## config.mk

```make
export PLATFORM = sky130hd
export DESIGN_NAME = riscv_crypto_aes128_ks_seq
export DESIGN_NICKNAME = d
export VERILOG_FILES = /design/src/rtl/riscv_crypto_aes128_ks_seq_pkg.sv /design/src/rtl/riscv_crypto_aes128_ks_seq.sv
export SDC_FILE = /design/constraint.sdc
export NUM_CORES = 1
export LEC_CHECK = 0
export BUFFER_PORTS_ARGS = -buffer_cell sky130_fd_sc_hd__buf_2
export CAP_MARGIN = 10
export CELL_PAD_IN_SITES_DETAIL_PLACEMENT = 1
export CELL_PAD_IN_SITES_GLOBAL_PLACEMENT = 2
export CORE_MARGIN = 2
export CORE_UTILIZATION = 34
export CTS_BUF_LIST = sky130_fd_sc_hd__clkbuf_8
export CTS_CLUSTER_DIAMETER = 120
export CTS_CLUSTER_SIZE = 10
export DETAILED_ROUTE_END_ITERATION = 6
export PLACE_DENSITY_LB_ADDON = 0.3
export SLEW_MARGIN = 20
export SYNTH_ARGS = -nofsm -noshare
export SYNTH_HDL_FRONTEND = slang
export SYNTH_SLANG_ARGS = --single-unit
```

## constraint.sdc

```tcl
create_clock -name g_clk -period 2.8 [get_ports g_clk]
set_clock_uncertainty 0.1 [all_clocks]
set_input_delay 0.84 -clock g_clk [delete_from_list [all_inputs] [get_ports g_clk]]
set_output_delay 0.84 -clock g_clk [all_outputs]
set_load 0.05 [all_outputs]
```

## src/rtl/riscv_crypto_aes128_ks_seq_pkg.sv

```systemverilog
// riscv_crypto_aes128_ks_seq_pkg: state encodings and round constants for the AES-128 key-schedule sequencer.
package riscv_crypto_aes128_ks_seq_pkg;

    localparam logic [3:0] AES128_ROUNDS = 4'd10;

    typedef enum logic [2:0] {
        ST_IDLE,
        ST_EMIT,
        ST_KS1,
        ST_KS2A,
        ST_KS2B,
        ST_IMX0,
        ST_IMX1
    } ks_state_e;

    // Only the inner round keys of the equivalent inverse cipher pass through InvMixColumns.
    function automatic logic uses_imix(input logic dec, input logic [3:0] round);
        return dec && round != 4'd0 && round != AES128_ROUNDS;
    endfunction

endpackage

```

## src/rtl/riscv_crypto_aes128_ks_seq.sv

```systemverilog
// riscv_crypto_aes128_ks_seq: drives an external saes64 FU through ks1/ks2/imix to stream AES-128 round keys 0..10.
module riscv_crypto_aes128_ks_seq
    import riscv_crypto_aes128_ks_seq_pkg::*;
#(
    parameter bit IMIX_EN = 1'b1
) (
    input  logic         g_clk,
    input  logic         g_resetn,
    input  logic         key_valid,
    output logic         key_ready,
    input  logic [127:0] key,
    input  logic         key_dec,
    input  logic         abort,
    output logic         rk_valid,
    input  logic         rk_ready,
    output logic [127:0] rk_data,
    output logic [3:0]   rk_index,
    output logic         rk_last,
    output logic         fu_valid,
    input  logic         fu_ready,
    output logic [63:0]  fu_rs1,
    output logic [63:0]  fu_rs2,
    output logic [3:0]   fu_enc_rcon,
    output logic         fu_op_ks1,
    output logic         fu_op_ks2,
    output logic         fu_op_imix,
    input  logic [63:0]  fu_rd
);

    ks_state_e      state_q, state_d;
    logic [3:0]     round_q, round_d;
    logic [63:0]    k0_q, k0_d, k1_q, k1_d, t_q, t_d, o0_q, o0_d, o1_q, o1_d;
    logic           dec_q, dec_d;
    logic           key_ready_q, key_ready_d, rk_valid_q, rk_valid_d, rk_last_q, rk_last_d;
    logic [127:0]   rk_data_q, rk_data_d;
    logic [3:0]     rk_index_q, rk_index_d, rcon_q, rcon_d;
    logic           fu_valid_q, fu_valid_d, ks1_q, ks1_d, ks2_q, ks2_d, imix_q, imix_d;
    logic [63:0]    rs1_q, rs1_d, rs2_q, rs2_d;
    logic           fu_fire, rk_fire;

    assign fu_fire = fu_valid_q && fu_ready;
    assign rk_fire = rk_valid_q && rk_ready;

    always_comb begin
        state_d = state_q;
        round_d = round_q;
        k0_d    = k0_q;
        k1_d    = k1_q;
        t_d     = t_q;
        dec_d   = dec_q;
        if (abort) begin
            state_d = ST_IDLE;
        end else begin
            case (state_q)
                ST_IDLE: if (key_valid && key_ready_q) begin
                    k0_d    = key[63:0];
                    k1_d    = key[127:64];
                    dec_d   = key_dec && IMIX_EN;
                    round_d = '0;
                    state_d = ST_EMIT;
                end
                ST_EMIT: if (rk_fire) state_d = (round_q == AES128_ROUNDS) ? ST_IDLE : ST_KS1;
                ST_KS1:  if (fu_fire) begin
                    t_d     = fu_rd;
                    state_d = ST_KS2A;
                end
                ST_KS2A: if (fu_fire) begin
                    k0_d    = fu_rd;
                    state_d = ST_KS2B;
                end
                ST_KS2B: if (fu_fire) begin
                    k1_d    = fu_rd;
                    round_d = round_q + 4'd1;
                    state_d = uses_imix(dec_q, round_q + 4'd1) ? ST_IMX0 : ST_EMIT;
                end
                ST_IMX0: if (fu_fire) state_d = ST_IMX1;
                ST_IMX1: if (fu_fire) state_d = ST_EMIT;
                default: state_d = ST_IDLE;
            endcase
        end
        // Outputs are registered from the next state so they are glitch-free and hold through stalls.
        key_ready_d = state_d == ST_IDLE;
        rk_valid_d  = state_d == ST_EMIT;
        rk_index_d  = rk_valid_d ? round_d : '0;
        rk_last_d   = rk_valid_d && round_d == AES128_ROUNDS;
        rk_data_d   = !rk_valid_d ? '0 : uses_imix(dec_d, round_d) ? {o1_d, o0_d} : {k1_d, k0_d};
        ks1_d       = state_d == ST_KS1;
        ks2_d       = state_d == ST_KS2A || state_d == ST_KS2B;
        imix_d      = state_d == ST_IMX0 || state_d == ST_IMX1;
        fu_valid_d  = ks1_d || ks2_d || imix_d;
        rs1_d       = ks1_d ? k1_d :
                      state_d == ST_KS2A ? t_d :
                      (state_d == ST_KS2B || state_d == ST_IMX0) ? k0_d :
                      state_d == ST_IMX1 ? k1_d : '0;
        rs2_d       = state_d == ST_KS2A ? k0_d : state_d == ST_KS2B ? k1_d : '0;
        rcon_d      = ks1_d ? round_d : '0;
    end

    always_ff @(posedge g_clk or negedge g_resetn) begin
        if (!g_resetn) begin
            state_q <= ST_IDLE;
            round_q <= '0;
        end else begin
            state_q <= state_d;
            round_q <= round_d;
        end
    end

    always_ff @(posedge g_clk or negedge g_resetn) begin
        if (!g_resetn) begin
            k0_q        <= '0;
            k1_q        <= '0;
            t_q         <= '0;
            dec_q       <= 1'b0;
            key_ready_q <= 1'b0;
            rk_valid_q  <= 1'b0;
            rk_data_q   <= '0;
            rk_index_q  <= '0;
            rk_last_q   <= 1'b0;
            fu_valid_q  <= 1'b0;
            ks1_q       <= 1'b0;
            ks2_q       <= 1'b0;
            imix_q      <= 1'b0;
            rs1_q       <= '0;
            rs2_q       <= '0;
            rcon_q      <= '0;
        end else begin
            k0_q        <= k0_d;
            k1_q        <= k1_d;
            t_q         <= t_d;
            dec_q       <= dec_d;
            key_ready_q <= key_ready_d;
            rk_valid_q  <= rk_valid_d;
            rk_data_q   <= rk_data_d;
            rk_index_q  <= rk_index_d;
            rk_last_q   <= rk_last_d;
            fu_valid_q  <= fu_valid_d;
            ks1_q       <= ks1_d;
            ks2_q       <= ks2_d;
            imix_q      <= imix_d;
            rs1_q       <= rs1_d;
            rs2_q       <= rs2_d;
            rcon_q      <= rcon_d;
        end
    end

    if (IMIX_EN) begin : g_imix
        assign o0_d = (!abort && state_q == ST_IMX0 && fu_fire) ? fu_rd : o0_q;
        assign o1_d = (!abort && state_q == ST_IMX1 && fu_fire) ? fu_rd : o1_q;
        always_ff @(posedge g_clk or negedge g_resetn) begin
            if (!g_resetn) begin
                o0_q <= '0;
                o1_q <= '0;
            end else begin
                o0_q <= o0_d;
                o1_q <= o1_d;
            end
        end
    end else begin : g_no_imix
        assign o0_d = '0;
        assign o1_d = '0;
        assign o0_q = '0;
        assign o1_q = '0;
    end

    // abort withdraws both requests in the same cycle it is raised.
    assign key_ready   = key_ready_q;
    assign rk_valid    = rk_valid_q && !abort;
    assign rk_data     = rk_data_q;
    assign rk_index    = rk_index_q;
    assign rk_last     = rk_last_q;
    assign fu_valid    = fu_valid_q && !abort;
    assign fu_rs1      = rs1_q;
    assign fu_rs2      = rs2_q;
    assign fu_enc_rcon = rcon_q;
    assign fu_op_ks1   = ks1_q;
    assign fu_op_ks2   = ks2_q;
    assign fu_op_imix  = imix_q;

endmodule

```

* Word level (Yosys, flattened, before mapping)
Cells that the tools add are included.
** Storage, ports and cells
- Register bits :: 599
- Input port bits :: 199
- Output and inout bits :: 271
- Word-level logic and storage cells :: 102
** Cells by class
- $add $sub $neg :: 1
- Eq/ne operators :: 16
- Muxes and demuxes :: 41
- Reductions and logical operators :: 24
** Operator list (number)
- $mux 64 :: 17
- $mux 128 :: 2
- $pmux 64 s2 :: 2
- $mux 3 :: 9
- $pmux 3 s7 :: 1
- $mux 4 :: 5
- $eq 3x3->1 const B :: 6
- $logic_and 1x1->1 :: 14
- $eq 3x2->1 const B :: 4
- $eq 4x4->1 const B :: 2
- $ne 4x4->1 const B :: 2
- $pmux 4 s2 :: 1
- $reduce_bool 4->1 :: 2
- $eq 3x1->1 const B :: 2
- $logic_not 3->1 :: 2
- $logic_or 1x1->1 :: 5
- $add 4x1->4 const B :: 1
- $mux 1 :: 3
- $mux 2 :: 1
- $logic_not 1->1 :: 1

* Logic depth before layout (Yosys ltp)
Gate-level depths: netlist of the first run.
- Depth after elaboration :: 13
- Depth in mapped cells :: 13
- Mapped depth without buffers :: 10

* Least setup slack after synthesis of the first run
No wires, ideal clock.
- Kind :: input -> register
- Start point :: in abort
- End point :: reg rk_data_q[69], in the netlist rk_data[69]
- Setup time :: 0.094 ns
- Arrival time :: 3.127 ns
- Data required time :: 2.606 ns
- Setup slack :: -0.521 ns
- Stages on the path :: 11
- Cell sequence :: buf_2 or3_1 buf_2 or4_4 a21o_1 buf_2 a31o_1 clkbuf_2 buf_6 buf_6 a211oi_1
** Between the ends
- Longest elaborated chain between the ends :: 6
- Elaborated cells between the ends (all ways) :: 15
- Classes of those cells :: 2 x eq/ne; 7 x mux; 6 x reduce/logical
** RTL lines
- start: declaration :: RTL line riscv_crypto_aes128_ks_seq.sv:13 : input logic abort,
- $mux 4 / $logic_not 1->1 (equally long branches) :: RTL line riscv_crypto_aes128_ks_seq.sv:51, riscv_crypto_aes128_ks_seq.sv:149
- $reduce_bool 4->1 / $logic_and 1x1->1 (equally long branches) :: RTL line riscv_crypto_aes128_ks_seq_pkg.sv:18, riscv_crypto_aes128_ks_seq.sv:149
- $logic_and 1x1->1 (on tied branches) :: RTL line riscv_crypto_aes128_ks_seq_pkg.sv:18, riscv_crypto_aes128_ks_seq.sv:149
- $logic_and 1x1->1 / $mux 64 (equally long branches) :: RTL line riscv_crypto_aes128_ks_seq_pkg.sv:18, riscv_crypto_aes128_ks_seq.sv:149
- $mux 128 :: RTL line riscv_crypto_aes128_ks_seq.sv:86 : rk_data_d = !rk_valid_d ? '0 : uses_imix(dec_d, round_d) ? {o1_d, o0_d} : {k1_d, k0_d};
- $mux 128 * :: RTL line riscv_crypto_aes128_ks_seq.sv:86
- net rk_data_d[69] :: RTL line riscv_crypto_aes128_ks_seq.sv:35 : logic [127:0] rk_data_q, rk_data_d;
- end signal: assignment :: RTL line riscv_crypto_aes128_ks_seq.sv:134 : rk_data_q <= rk_data_d;
- end: declaration :: RTL line riscv_crypto_aes128_ks_seq.sv:35
Mark *: on every way through the listed nets, which the timed path passes. The rest lies on a longest branch.

* Final worst setup path of the first run
- Start point :: reg state_q[2]
- End point :: reg rs2_q[1], in the netlist fu_rs2[1]
** Between the ends
- Longest elaborated chain between the ends :: 6
- Elaborated cells between the ends (all ways) :: 24
- Classes of those cells :: 8 x eq/ne; 15 x mux; 1 x reduce/logical
** RTL lines
- start: declaration :: RTL line riscv_crypto_aes128_ks_seq.sv:30 : ks_state_e state_q, state_d;
- start signal: assignment :: RTL line riscv_crypto_aes128_ks_seq.sv:104 : state_q <= state_d;
- $eq 3x3->1 (tied with other cells) :: RTL line riscv_crypto_aes128_ks_seq.sv:54 : case (state_q)
- $pmux 3 s7 :: RTL line riscv_crypto_aes128_ks_seq.sv:54
- $mux 3 :: RTL line riscv_crypto_aes128_ks_seq.sv:51 : if (abort) begin
- $eq 3x3->1 :: RTL line riscv_crypto_aes128_ks_seq.sv:95 : rs2_d = state_d == ST_KS2A ? k0_d : state_d == ST_KS2B ? k1_d : '0;
- $mux 64 :: RTL line riscv_crypto_aes128_ks_seq.sv:95
- $mux 64 * :: RTL line riscv_crypto_aes128_ks_seq.sv:95
- net rs2_d[1] :: RTL line riscv_crypto_aes128_ks_seq.sv:38 : logic [63:0] rs1_q, rs1_d, rs2_q, rs2_d;
- end signal: assignment :: RTL line riscv_crypto_aes128_ks_seq.sv:142 : rs2_q <= rs2_d;
- end: declaration :: RTL line riscv_crypto_aes128_ks_seq.sv:38
Marks and branches as above.

==> results.md, run 1 <==
- The number of max-slew violations in the final report is 0.
- Setup repair after global routing could not meet its margin everywhere.
- Once placement finished, the instance area stood at 32400 sq um.
- The number of iterations in the first detailed-routing pass is 7.
- The global-route congestion overflow total is 0.
- The standard cell with the maximum stage delay on the critical path is dfrtp_1.
- The CTS tree is done.
- The critical path is of the flop to flop type.
- The placed instance count is 3714.
- The total of max-cap violations is 0.
- The run finished, with violations left.
- The final layout contains 3040 nets.
- The count of routing violations after the opening detailed-route iteration is 2010.
- The most critical setup path has its startpoint at state_q[2]$_DFF_PN0_.
- The share of post-route cells with drive strength above 1 is 0.449.
- The largest incremental delay on the critical path is 380 ps.
- The total die area is 77700 sq um.
- For this run, asynchronously set or reset flops after synthesis account for 1.00.
- Ranked by instance count, the synthesized netlist is headed by 599 x dfrtp_1, 192 x mux2_2, 184 x clkbuf_1.
- For this run, the number of Yosys warnings is 0.
- The non-filler instance count after layout is 3815.
- Based on the critical path, the design can be clocked at up to 359 MHz.
- Once detail routing completed, the nets flagged for antenna violations numbered 0.
- The post-synthesis register bit count is 599.
- For this run, design rule violations remaining after detail routing come to 2.
- Clock-pin slew was measured on the worst setup and hold paths at 80 ps.
- The start of the worst register-to-register path is state_q[2]$_DFF_PN0_.
- The worst endpoint data arrival time is 3200 ps.
- The number of rows in the core area is 100.
- By instance count, the cell type seen most on the critical path is buf_4.
- Traced cell by cell, the critical path runs through buf_4 > nand3b_1 > nor3_4 > buf_4 > o31ai_4 > buf_4 > inv_4 > nand2_4 > buf_12 > o22ai_1.
- In this run the tightest slew margin relative to its limit is 0.493.
- The total wirelength of the detailed-routed design is 114 mm.
- Across the whole layout, storage elements account for 15000 sq um.
- The fraction of the core area covered by cells at the end of the flow is 0.453.
- STA classifies the critical path startpoint as a flop.
- Before CTS, the worst setup slack after placement is -461 ps.
- The worst min-delay path class is primary input to flop.
- The startpoint of the lowest-slack hold path is key[56].
- The final route contains 22400 vias.
- The via count of the first global-routing pass is 24000.
- The number of buffers inserted during clock tree synthesis is 69.
- In the post-synthesis netlist, the cell with the most instances is dfrtp_1.
- The number of levels the H-tree was split into is 3.
- The number of sinks handled by clock tree synthesis is 599.
- In the final routed layout, each cell accounts on average for 29.9 um.
- In this run the power density over the cells is 1110 nW/um^2.
- The filler cells instantiated in the layout total 8029.
- The core region is 74600 sq um.
- The last weighted congestion value of the routability-driven placer is 0.879.
- The multi-input gate area in the final layout is 9930 sq um.
- The cell area that synthesis handed to floorplanning was 25700 sq um.
- The required time at the worst-slack endpoint is 3210 ps.
- The initial utilization of the core area, before any placement, comes to 0.344.
- The shortest period the worst path allows is 2780 ps.
- The initial antenna violation count is 16.
- The tightest hold path in the finished design has a slack of 326 ps.
- For this run, the total global-route usage over all layers was measured as 0.287.
- The largest net degree at the start of global routing is 94.
- The synthesized net count is 2354.
- The number of buffers added on ports is 469.
- Detailed placement finished with a half-perimeter wire length of 76.2 mm.
- The worst-case IR drop observed on VDD is 0.424 mV.
- CTS placed an instance of clkbuf_8 at the clock tree root.
- The checks that failed: DRC.
- The total power draw is 37.6 mW.
- Dividing the synthesized area by the synthesized cell count gives 11.9 sq um.
- Setup slack closes at 15.2 ps.
- From synthesis to final layout, the design area changed by 31.6%.
- The unique cell type count in the Yosys netlist is 62.
- The total negative slack for setup checks is 0 ps.
- The final setup violation count is 0.
- In this run the static leakage power is 17.2 nW.
- The actual slew at the worst max-slew pin is 760 ps.
- The first global-routing pass estimated 165 mm of wire.
- The hold violation count in the final report is 0.
- The post-route standard cell area excluding fillers is 33800 sq um.
- Synthesis handed over a netlist of 2152 instances.
- By area the synthesized netlist is led by dfrtp_1 58%, mux2_2 8.4%, a311oi_1 4.2%.
- For the worst-skew pair, the clock arrives at the later sink with an insertion delay of 670 ps.
- Dividing the final minimum period by the clock period gives 0.995.
- The cell taking the most area after synthesis is dfrtp_1.
- The endpoint class of the critical path is a flop.
- The horizontal extent of the die is 279 um.
- The share of synthesized area in the top cell type comes to 0.584.
- Among all flip-flop cells after synthesis, the most frequent one is dfrtp_1.
- The number of enable-type register cells in the synthesized netlist is 0.
- The per-cell via count in the routed design is 5.87.
- From bottom edge to top edge, the die measures 279 um.
- Pin placement for this block handled 470 I/O pins.
- Of the synthesized area, sequential elements account for 0.584.
- The deepest clock path buffer count is 3.
- Of all nets on the critical path, the largest fanout is 19.
[power by group]
part / internal [mW] / leakage, nW / switching [mW]
clock network: 2.24 / 0.513 / 3.14
registers: 10.8 / 8.13 / 1.02
logic: 7.09 / 8.55 / 13.4
[path summary, 6_finish.rpt]
| kind | endpoint | slack [ps] | cells past startpoint |
|---|---|---|---|
| max in group asynchronous | rk_data[95]$_DFF_PN0_ | 1160 | 4 |
| min reg2reg | o0_q[25]$_DFF_PN0_ | 400 | 1 |
| min | k0_q[56]$_DFF_PN0_ | 330 | 3 |
| min in group asynchronous | rk_index[1]$_DFF_PN0_ | 550 | 2 |
| max | fu_rs2[1]$_DFF_PN0_ | 20 | 10 |
| max reg2reg | fu_rs2[1]$_DFF_PN0_ | 20 | 10 |
[cell usage in the layout, fill, tap and decap left out, types with 8 or more instances in the layout]
cell type	instances
a22o_1	12
o32ai_1	45
a311oi_1	92
o221a_2	21
o2bb2ai_1	27
buf_12	73
o22ai_1	81
mux2_2	192
o21bai_1	8
o21ai_0	72
mux2i_1	27
buf_2	466
a211oi_1	43
a222oi_1	47
nand2_1	35
dfrtp_1	599
a21oi_1	33
a22oi_1	40
nor2_1	161
a211oi_2	78
inv_1	139
nor3_1	8
a211o_1	12
a221oi_1	23
a311oi_2	31
buf_4	284
clkbuf_8	70
[worst max-delay path, delay by kind of cell, from the launching register on]
| kind | cells | cell delay, ps |
|---|---|---|
| AO/OA/AOI/OAI | 2 | 430 |
| buffers and inverters | 5 | 950 |
| flip-flops | 1 | 380 |
| AND/OR/NAND/NOR | 3 | 740 |
[kinds of logic (layout without fill, tap and decap cells)]
| logic type | Yosys count | in the layout | share of synthesized area |
|---|---|---|---|
| buf+inv | 361 | 1048 | 0.0560 |
| mux | 220 | 220 | 0.0951 |
| simple gates | 274 | 274 | 0.0486 |
| flops | 599 | 599 | 0.584 |
| other cells | 0 | 7 | 0 |
| compound gates | 695 | 695 | 0.215 |
| fa+ha+maj | 3 | 3 | 0.00146 |
[what timing repair did]
item,in CTS,in global routing
endpoints found under the setup margin,40,152
gates resized for setup,7,38
pin swaps,3,15
setup buffers,2,15
gates cloned,0,4
hold buffers,1,0
endpoints found under the hold margin,11,0
[state kept, by name, summed over array words and instances, names as in the netlist, 3 cells and up]
name	cells
round_q	4
o0_q	64
fu_rs1	64
fu_rs2	64
k0_q	64
t_q	64
rk_data	128
o1_q	64
k1_q	64
state_q	3
fu_enc_rcon	4
rk_index	4
[per-layer routing]
metal | part of all wire | wire length [um] | vias up | GRT usage
li1 | - | - | 9435 | -
met1 | 0.42 | 48000 | 11800 | 0.381
met2 | 0.48 | 54800 | 959 | 0.467
met3 | 0.061 | 6950 | 219 | 0.0504
met4 | 0.036 | 4050 | 22 | 0.112
met5 | 0.0012 | 133 | - | 0
[area by class of cell]
| type | count | area share |
|---|---|---|
| antenna | 7 | 0.000518 |
| clock buffer | 70 | 0.0285 |
| multi-input combinational | 1192 | 0.294 |
| sequential | 599 | 0.443 |
| clock inverter | 2 | 0.000370 |
| inverter | 141 | 0.0158 |
| timing repair buffer | 835 | 0.182 |
| tap | 969 | 0.0359 |
Note: power is estimated with default switching activity, not from simulation.
==> run 2: changes to the inputs <==
--- a/config.mk
+++ b/config.mk
@@ -11,12 +11,12 @@
 export CELL_PAD_IN_SITES_GLOBAL_PLACEMENT = 2
 export CORE_MARGIN = 2
 export CORE_UTILIZATION = 34
-export CTS_BUF_LIST = sky130_fd_sc_hd__clkbuf_8
+export CTS_BUF_LIST = sky130_fd_sc_hd__clkbuf_4
 export CTS_CLUSTER_DIAMETER = 120
 export CTS_CLUSTER_SIZE = 10
 export DETAILED_ROUTE_END_ITERATION = 6
 export PLACE_DENSITY_LB_ADDON = 0.3
-export SLEW_MARGIN = 20
+export SLEW_MARGIN = 10
 export SYNTH_ARGS = -nofsm -noshare
 export SYNTH_HDL_FRONTEND = slang
 export SYNTH_SLANG_ARGS = --single-unit
==> run 2 against run 1 <==
Against the previous run: the flow now finishes without violations; routed wire length barely moved; combinational power about the same; cell count rose by 0.10%; utilization shrank 0.53 points; non-clock buffer count is 2 higher; die area did not move; critical path depth down 3; cell area shrank 1.2%; first-iteration DRC count down 11%; global-route usage is essentially flat; sequential power about the same; highest routed layer unchanged.
==> results.md, run 2 (synthesis results as in run 1) <==
- The number of ports placed on the die boundary is 470 (unchanged).
- The final-layout worst hold slack is 125 ps (-200 ps).
- The routed wire length on met2 is 54.6 mm (-0.34%).
- The total of max-cap violations was 0 (unchanged).
- The wire length of the first global-routing pass was 165 mm (-0.12%).
- The number of max-slew violations in the final report is 0 (unchanged).
- The shortest period the worst path allows was 2760 ps (-20.3 ps).
- The kind of launch point of the worst setup path is a flop.
- The highest metal layer carrying signal wires in the routed design is met5.
- The number of buffers inserted during clock tree synthesis is 69 (unchanged).
- The number of flip-flops in the largest register was 128 (unchanged).
- The met1 wire length is 47.5 mm (-1.0%).
- The tree is rooted in a clkbuf_4.
- The average wire per cell in the routed design is 29.8 um (about the same).
- The fraction of the core area covered by cells at the end of the flow is 0.448 (-0.00529).
- The number of iterations in the first detailed-routing pass is 7 (unchanged).
- The count of routing violations after the opening detailed-route iteration is 1792 (-11%).
- The half-perimeter wire length after detailed placement is 76.2 mm (unchanged).
- The smallest setup slack after layout is 35.4 ps (+20.3 ps).
- The setup slack at placement is -461 ps (unchanged).
- The placeable core area is 74600 sq um (unchanged).
- The die outline height came to 279 um (unchanged).
- The DRC violation count after routing is 0 (-2).
- The number of inserted filler cells in the final layout is 8051 (+0.27%).
- The critical path in this run is classified as flop to flop.
- The horizontal extent of the die came to 279 um (unchanged).
- The number of levels the H-tree was split into is 3 (unchanged).
- In the layout the commonest cells are 599 x dfrtp_1, 466 x buf_2, 281 x buf_4, 192 x mux2_2, 161 x nor2_1.
- The number of buffers added on ports came to 469 (unchanged).
- The latest clock arrival within the worst-skew pair is 860 ps (+190 ps).
- The run finished with clean final reports.
- The initial antenna violation count was 19 (+3).
- The library cell used most frequently in the layout, excluding fill and tap cells, is dfrtp_1.
- The worst relative slew slack is 0.516 (+0.0229).
- The post-route standard cell area excluding fillers was 33400 sq um (-1.2%).
- The total wirelength of the detailed-routed design is 114 mm (about the same).
- The residual antenna-violating net count after detailed routing came to 0 (unchanged).
- The length of routed met3 wiring is 7.63 mm (+9.7%).
- The total routing resource utilization after global routing is 0.286 (about the same).
- The actual slew at the worst max-slew pin is 726 ps (-34.4 ps).
- The number of rows in the core area is 100 (unchanged).
- The clock-pin slew reported for the worst setup and hold paths after clock tree synthesis was 130 ps (+50 ps).
- The total power draw is 36.5 mW (-2.9%).
- The standard cell area after detailed placement is 32400 sq um (unchanged).
- The total via count after detailed routing came to 22400 (+0.13%).
- The share of post-route cells with drive strength above 1 is 0.448 (-0.00172).
- The maximum fanout along the worst path is 52 (+33).
- The static power due to leakage came to 17.0 nW (-0.87%).
- The per-cell via count in the routed design is 5.87 (about the same).
- The last weighted congestion value of the routability-driven placer is 0.879 (unchanged).
- The deepest clock path buffer count is 3 (unchanged).
- The global-route congestion overflow total is 0 (unchanged).
- The worst vdd rail ir drop is 0.414 mV (-2.5%).
- The total power per unit cell area is 1090 nW/um^2 (-1.8%).
- Setup repair after global routing could not meet its margin everywhere.
- The area growth from synthesis to layout is 30.1%.
- The number of sinks handled by clock tree synthesis is 599 (unchanged).
- The highest achievable clock rate is 362 MHz (+0.73%).
- The largest net degree at the start of global routing is 94 (unchanged).
- The required time at the worst-slack endpoint is 3480 ps (+270 ps).
- The via count of the first global-routing pass was 24000 (+0.28%).
- The worst setup path is captured at a flop.
- The min-delay analysis places its worst path in the category primary input to flop.
- The hold violation count in the final report is 0 (unchanged).
- TritonCTS built the clock tree.
- The final cycle utilization of the critical path is 0.987 (-0.00724).
- The worst endpoint data arrival time is 3450 ps (+250 ps).
- The number of nets at the end of the flow is 3042 (+0.066%).
- The initial standard-cell utilization of the core is 0.344 (unchanged).
- The total die area is 77700 sq um (unchanged).
- The final setup violation count is 0 (unchanged).
## run 2: cell types whose count changed in the layout (fill, tap and decap cells not counted), moves of 2 or more
cell,before,now
a22oi_1,40,42
a311oi_1,92,96
buf_4,284,281
inv_4,2,0
a211oi_1,43,45
a22oi_2,6,4
clkbuf_8,70,0
diode_2,7,9
clkbuf_4,0,71
buf_6,4,7
a311oi_2,31,27
## run 2: power by group
part / leakage (nW) / internal, mW / switching, mW / total (mW)
combinational: 8.57 / 7.14 / 13.4 / 20.6
clock: 0.341 / 1.26 / 2.98 / 4.24
sequential: 8.13 / 10.7 / 1.01 / 11.7
total: 17.0 / 19.1 / 17.4 / 36.5
## run 2: per-layer routing
layer | vias up | global-route usage
met5 | - | 0
met4 | 24 | 0.110
met3 | 220 | 0.0509
met2 | 1029 | 0.469
met1 | 11700 | 0.378
li1 | 9461 | -
## run 2: worst paths after layout
kind	start	to	slack (ps)	depth (start not counted)
max	state_q[0]$_DFF_PN0_	rk_data[124]$_DFF_PN0_	40	7
min	key[56]	k0_q[56]$_DFF_PN0_	130	3
max reg2reg	state_q[0]$_DFF_PN0_	rk_data[124]$_DFF_PN0_	40	7
min reg2reg	t_q[29]$_DFF_PN0_	t_q[29]$_DFF_PN0_	410	1
max in group asynchronous	g_resetn	fu_rs1[36]$_DFF_PN0_	1350	3
min in group asynchronous	g_resetn	rk_index[1]$_DFF_PN0_	370	2
## run 2: critical path, cell delays in order, from the launching register on
cell and delay (ps):
dfrtp_1 440, or3b_4 470, or4_4 510, a21o_4 260
buf_12 180, and4_1 260, nor4_2 260, buf_4 150
## run 2: layout make-up
cell class | instances | area (sq um) | area share
Clock buffer | 71 | 533 | 0.0160
Tap cell | 969 | 1210 | 0.0363
Antenna cell | 9 | 22.5 | 0.000674
Multi-Input combinational cell | 1192 | 9890 | 0.296
Timing Repair Buffer | 837 | 6200 | 0.186
Clock inverter | 1 | 30.0 | 0.000899
Sequential cell | 599 | 15000 | 0.449
Inverter | 141 | 531 | 0.0159
## run 2: metrics by stage
| step | setup TNS, ps | std cells |
|---|---|---|
| final | 0 | 3819 |
| after detailed placement | -88920 | 3714 |
| after global placement | -80930 | 3714 |
| after CTS | 0 | 3792 |
| after global routing | -15.7 | 3816 |
| after floorplan | -39070 | 2152 |
## run 2: what timing repair did
| action | in CTS | in global routing |
|---|---|---|
| buffers inserted | 5 | 13 |
| endpoints found under the hold margin | 21 | 0 |
| gates resized for setup | 12 | 28 |
| cloned | 0 | 5 |
| endpoints found under the setup margin | 40 | 181 |
| hold buffers | 1 | 0 |
| pin swaps | 4 | 19 |
